**config.mk**
```make
export PLATFORM = sky130hd
export DESIGN_NAME = mem_port_arbiter
export DESIGN_NICKNAME = d
export VERILOG_FILES = /design/src/rtl/mem_port_arbiter.sv
export SDC_FILE = /design/constraint.sdc
export NUM_CORES = 1
export LEC_CHECK = 0
export BUFFER_PORTS_ARGS = -buffer_cell sky130_fd_sc_hd__buf_2
export CELL_PAD_IN_SITES_DETAIL_PLACEMENT = 0
export CELL_PAD_IN_SITES_GLOBAL_PLACEMENT = 1
export CORE_MARGIN = 2
export CORE_UTILIZATION = 23
export DETAILED_ROUTE_END_ITERATION = 6
export GPL_TIMING_DRIVEN = 0
export PLACE_DENSITY = 0.85
export SLEW_MARGIN = 20
export SYNTH_ARGS = -nofsm -noshare
export SYNTH_HDL_FRONTEND = slang
export SYNTH_SLANG_ARGS = --single-unit
export TNS_END_PERCENT = 100
```
**constraint.sdc**
```tcl
create_clock -name clk -period 1.51 [get_ports clk]
set_input_delay 0.2265 -clock clk [delete_from_list [all_inputs] [get_ports clk]]
set_output_delay 0.2265 -clock clk [all_outputs]
set_load 0.02 [all_outputs]
```
**src/rtl/mem_port_arbiter.sv**
```systemverilog
// mem_port_arbiter: merges N burst request ports onto a single SDRAM
// controller request port. A winner is picked in IDLE, owns the controller
// for BURST_LEN beats, then holds grant for one RELEASE cycle so it can drop
// its request before the next arbitration.
module mem_port_arbiter #(
  parameter int N_PORTS   = 3,
  parameter int ADDR_W    = 32,
  parameter int DATA_W    = 16,
  parameter int BURST_LEN = 4,
  parameter int RR_MODE   = 0,
  localparam int OFS_W    = $clog2(BURST_LEN),
  localparam int IDX_W    = $clog2(N_PORTS)
) (
  input  logic                      clk,
  input  logic                      reset,
  input  logic [N_PORTS-1:0]        p_req,
  input  logic [N_PORTS-1:0]        p_wren,
  input  logic [N_PORTS*ADDR_W-1:0] p_address,
  input  logic [N_PORTS*DATA_W-1:0] p_to_mem,
  output logic [N_PORTS-1:0]        p_ready,
  output logic [OFS_W-1:0]          p_offset,
  output logic [DATA_W-1:0]         from_mem,
  output logic [N_PORTS-1:0]        grant,
  output logic                      busy,
  output logic                      ctrl_req,
  output logic                      ctrl_wren,
  output logic [ADDR_W-1:0]         ctrl_address,
  output logic [DATA_W-1:0]         ctrl_to_mem,
  input  logic                      ctrl_ready,
  input  logic [OFS_W-1:0]          ctrl_offset,
  input  logic [DATA_W-1:0]         ctrl_from_mem
);

  typedef enum logic [1:0] {IDLE, ACTIVE, RELEASE} state_t;

  state_t               state_q, state_d;
  logic [N_PORTS-1:0]   grant_q, grant_d;
  logic [IDX_W-1:0]     gidx_q, gidx_d;
  logic [IDX_W-1:0]     ptr_q, ptr_d;
  logic                 req_q, req_d;
  logic                 wren_q, wren_d;
  logic [ADDR_W-1:0]    addr_q, addr_d;
  logic [OFS_W-1:0]     cnt_q, cnt_d;

  logic                 win_found;
  logic [IDX_W-1:0]     win_idx;
  logic                 win_wren;
  logic [ADDR_W-1:0]    win_addr;
  int                   scan_start, scan_dist, scan_best;

  // Winner search: smallest circular distance from the scan start.
  // Fixed mode scans from port 0, round-robin from the port after the last owner.
  always_comb begin
    win_found  = 1'b0;
    win_idx    = '0;
    win_wren   = 1'b0;
    win_addr   = '0;
    scan_start = 0;
    scan_dist  = 0;
    scan_best  = N_PORTS;
    if (RR_MODE != 0) begin
      scan_start = int'(ptr_q) + 1;
      if (scan_start >= N_PORTS) scan_start = 0;
    end
    for (int i = 0; i < N_PORTS; i++) begin
      scan_dist = i - scan_start;
      if (scan_dist < 0) scan_dist = scan_dist + N_PORTS;
      if (p_req[i] && (scan_dist < scan_best)) begin
        scan_best = scan_dist;
        win_found = 1'b1;
        win_idx   = IDX_W'(i);
        win_wren  = p_wren[i];
        win_addr  = p_address[i*ADDR_W +: ADDR_W];
      end
    end
  end

  // Next-state logic: arbitrate in IDLE, count beats in ACTIVE, drop grant after RELEASE.
  always_comb begin
    state_d = state_q;
    grant_d = grant_q;
    gidx_d  = gidx_q;
    ptr_d   = ptr_q;
    req_d   = req_q;
    wren_d  = wren_q;
    addr_d  = addr_q;
    cnt_d   = cnt_q;
    unique case (state_q)
      IDLE: begin
        if (win_found) begin
          state_d = ACTIVE;
          grant_d = N_PORTS'(1) << win_idx;
          gidx_d  = win_idx;
          req_d   = 1'b1;
          wren_d  = win_wren;
          addr_d  = win_addr;
        end
      end
      ACTIVE: begin
        if (ctrl_ready) begin
          if (cnt_q == OFS_W'(BURST_LEN - 1)) begin
            cnt_d   = '0;
            req_d   = 1'b0;
            ptr_d   = gidx_q;
            state_d = RELEASE;
          end else begin
            cnt_d = cnt_q + 1'b1;
          end
        end
      end
      RELEASE: begin
        grant_d = '0;
        state_d = IDLE;
      end
      default: state_d = IDLE;
    endcase
  end

  // State register; reset aborts any burst in flight.
  always_ff @(posedge clk or negedge reset) begin
    if (!reset) begin
      state_q <= IDLE;
      grant_q <= '0;
      gidx_q  <= '0;
      ptr_q   <= IDX_W'(N_PORTS - 1);
      req_q   <= 1'b0;
      wren_q  <= 1'b0;
      addr_q  <= '0;
      cnt_q   <= '0;
    end else begin
      state_q <= state_d;
      grant_q <= grant_d;
      gidx_q  <= gidx_d;
      ptr_q   <= ptr_d;
      req_q   <= req_d;
      wren_q  <= wren_d;
      addr_q  <= addr_d;
      cnt_q   <= cnt_d;
    end
  end

  // Write data follows the owner's live p_to_mem with no added latency.
  always_comb begin
    ctrl_to_mem = '0;
    for (int i = 0; i < N_PORTS; i++) begin
      if (grant_q[i]) ctrl_to_mem = ctrl_to_mem | p_to_mem[i*DATA_W +: DATA_W];
    end
  end

  assign p_ready      = grant_q & {N_PORTS{ctrl_ready && (state_q == ACTIVE)}};
  assign p_offset     = ctrl_offset;
  assign from_mem     = ctrl_from_mem;
  assign grant        = grant_q;
  assign busy         = (state_q != IDLE);
  assign ctrl_req     = req_q;
  assign ctrl_wren    = wren_q;
  assign ctrl_address = addr_q;

endmodule
```
==> results.txt <==
Seq pwr share: 23.2%
Post-Route Setup TNS: -3.10 ns
number of synthesized flops with an enable pin: 0
combinational share of power: 64.5%
DIE AREA: 13,200 sq um
antenna-violating nets left: 0
cts bufs inserted: 5
top achievable clock speed: 0.582 GHz
number of port buffers: 225
Final period util: 114%
Cell Area, Placed: 4140 sq um
ys async rst share: 100%
post-DR vias/cell: 4.87
Startpoint Class: flip-flop
area leader, netlist: sky130_fd_sc_hd__dfrtp_1
Clock Power Share: 12.3%
clock slew seen by the registers of the worst setup and hold paths: 0.06 ns
transition at the pin with the smallest max-transition slack: 0.576 ns
vias in the first global route: 3,460
power per cell area: 1820 nW/um^2
Worst Slack Setup Final: -0.207 ns
Synthesized Nets: 511
outcome: finished, violations left
synthesized area: 2820 sq um
DRT iter0 DRCs: 162
Avg Inst Size Synth: 8.32 sq um
Bufs on Longest Clock Path: 2
initial standard-cell utilization of the core: 23.5%
first-pass GRT wire length: 17.0 mm
worst slack at placement: -0.374 ns
area share of the largest cell type after synthesis: 36.4%
clock latency on the worst-skew pair: 0.29 ns
fill cell total of the finished layout: 1,238
clock period minus final worst setup slack: 1.72 ns
Vias: 3,585
post-route cell area: 4890 sq um
arrival time of data at the critical path endpoint: 1.49 ns
total leakage power: 2.46 nW
delay contributed by the slowest stage of the critical path: 0.44 ns
maximum fanout along the worst path: 9
Syn Inst Count: 339
Pint: 5.06 mW
antenna violations before repair: 0
final standard cell utilization of the core: 40.7%
NumNets Final: 760
routed wire length: 12.1 mm
main area contributors after synthesis: sky130_fd_sc_hd__dfrtp_1, sky130_fd_sc_hd__a22o_1, sky130_fd_sc_hd__o21ai_0, sky130_fd_sc_hd__nor2b_1, sky130_fd_sc_hd__a222oi_1
post-DR wirelength/cell: 16.5 microns
sequential share of the synthesized area: 36.4%
Syn-to-layout area delta: 73.2%
CP required: 1.28 ns
violations in the final reports: setup timing
top flip-flop cell by instance count after synthesis: sky130_fd_sc_hd__dfrtp_1
width of the die: 115 microns
fraction of power spent switching nets: 43.2%
number of pins exceeding their max-slew limit in the final report: 0
sink count of the clock tree: 41
height of the chip: 115 microns
CTS H-tree depth: 2
post-layout instance count excluding filler cells: 736
sw power: 3.84 mW
Routability Congestion: 0.725
Final setup viols: 41
worst min path class: input port to flip-flop
type of destination of the critical path: output port
detailed-route DRC error count: 0
Root Driver: sky130_fd_sc_hd__clkbuf_16
Critical Path Slowest Stage Cell: sky130_fd_sc_hd__dfrtp_2
Max transition margin: 61.6%
placed cell count: 711
Post-Route Hold Slack: 0.246 ns
post-detailed-placement half-perimeter wirelength: 8.95 mm
number of warnings issued by yosys: 0
share of final-layout standard cells stronger than drive strength 1: 55.5%
number of register bits inferred by synthesis: 41
Core Footprint: 12,000 sq um
row count: 40
clock tree from TritonCTS: built
final setup skew: 0.00478 ns
aggregate global routing overflow: 0
Pre-Repair DR Iteration Count: 4
setup repair after global routing missed its margin: true
number of max-cap violations: 0
antenna diode instance count: 0
critical path type: flip-flop to output port
number of distinct library cell variants in the gate-level netlist after synthesis: 25
combined global-route utilization of all metal layers: 16.7%
maximum resistive drop on vdd: 0.000623 V
Top-Level Pins: 246
pin count of the biggest net entering global routing: 42
list of cells traversed by the critical path: buf_8 > a222oi_1 > inv_1 > buf_6
power consumption: 8.91 mW
Hold Vio Cnt, Final: 0
[critical path: cells and delay by family (launching register included)]
kind	cells	cell delay, ns
flip-flops	1	0.44
AO/OA/AOI/OAI	1	0.37
buffers and inverters	3	0.39
[registers in the layout, summed over array words and instances (netlist names)]
register and cells:
cnt_q 2, ctrl_address 32, ctrl_req 1, ctrl_wren 1
grant 3, state_q 2
[synth_stat cells (8+ instances only)]
library cell / number
sky130_fd_sc_hd__dfrtp_1: 41
sky130_fd_sc_hd__o21ai_0: 35
sky130_fd_sc_hd__a21oi_1: 28
sky130_fd_sc_hd__clkbuf_1: 28
sky130_fd_sc_hd__nand2_1: 27
sky130_fd_sc_hd__nor3_1: 27
sky130_fd_sc_hd__a22o_1: 26
sky130_fd_sc_hd__nor2b_1: 26
sky130_fd_sc_hd__inv_1: 20
sky130_fd_sc_hd__buf_4: 18
sky130_fd_sc_hd__a222oi_1: 16
sky130_fd_sc_hd__nor2_1: 11
sky130_fd_sc_hd__a221oi_1: 8
sky130_fd_sc_hd__o31ai_2: 8
[power groups by stage]
stage	sequential, mW	clock (mW)	combinational, mW
final	2.07	1.09	5.74
after global routing	2.14	1.15	6.12
after CTS	2.05	1.11	5.35
after detailed placement	1.98	0	4.39
after global placement	1.98	0	4.30
after floorplan	2.53	0	2.31
[layout make-up]
type	instances	area, sq um	share of cell area, %
timing repair buffer	246	1460	29.9
clock inverter	3	17.5	0.358
clock buffer	5	125	2.56
tap	147	184	3.76
inverter	21	82.6	1.69
sequential	41	1030	21.1
multi-input combinational	225	1630	33.4
buffer	48	353	7.22
[cells by family after synthesis]
group                      synth area share [%]
AOI/OAI and AO/OA                          31.8
adders and majority gates                 0.443
buffers and inverters                      13.6
DFF                                        36.4
muxes                                     0.798
and+or+nand+nor                            17.1
[metal layers]
metal  GRT usage [%]  vias up  wire, microns
met5               0        -              0
met4            4.26        0            151
met3            4.53       17           1020
met2            30.9      192           6070
met1            19.1     1662           4880
li1                -     1714              -
[path summary, 6_finish.rpt]
check,start,end,slack (ns),cells after the start
min in group asynchronous,reset,ctrl_address[10]$_DFFE_PN0P_,0.46,2
max in group asynchronous,reset,grant[2]$_DFFE_PN0P_,0.63,2
worst min register to register,ctrl_address[8]$_DFFE_PN0P_,ctrl_address[8]$_DFFE_PN0P_,0.51,1
worst min-delay path,p_address[25],ctrl_address[25]$_DFFE_PN0P_,0.25,3
worst max register to register,state_q[0]$_DFFE_PN0P_,ctrl_address[28]$_DFFE_PN0P_,-0.04,4
worst max-delay path,grant[0]$_DFFE_PN0P_,ctrl_to_mem[8],-0.21,4
[cells in the final DEF (no fill, tap or decap), drive strengths merged]
master,Yosys,final
dlygate4sd3,0,1
inv,20,20
ha,1,1
nor2b,26,26
o21ai,35,35
o31ai,8,8
nor3,28,28
dfrtp,41,41
a221oi,8,8
clkbuf,28,30
a22o,26,26
nor2,11,11
or2,2,3
o22ai,1,1
a21oi,28,28
and2,3,3
a31o,1,1
nand2,27,27
a22oi,1,1
clkinv,1,2
a222oi,16,16
buf,25,268
clkinvlp,0,2
mux2,2,2
[timing repair]
action                                 CTS  global route
pin swaps                               14            22
resized for setup                       63            50
gates cloned                             2             3
endpoints found under the hold margin    0            41
buffers inserted                        14             3
hold buffers                             0             1
setup endpoints to repair               55            54
(Power assumes the default switching activity.)
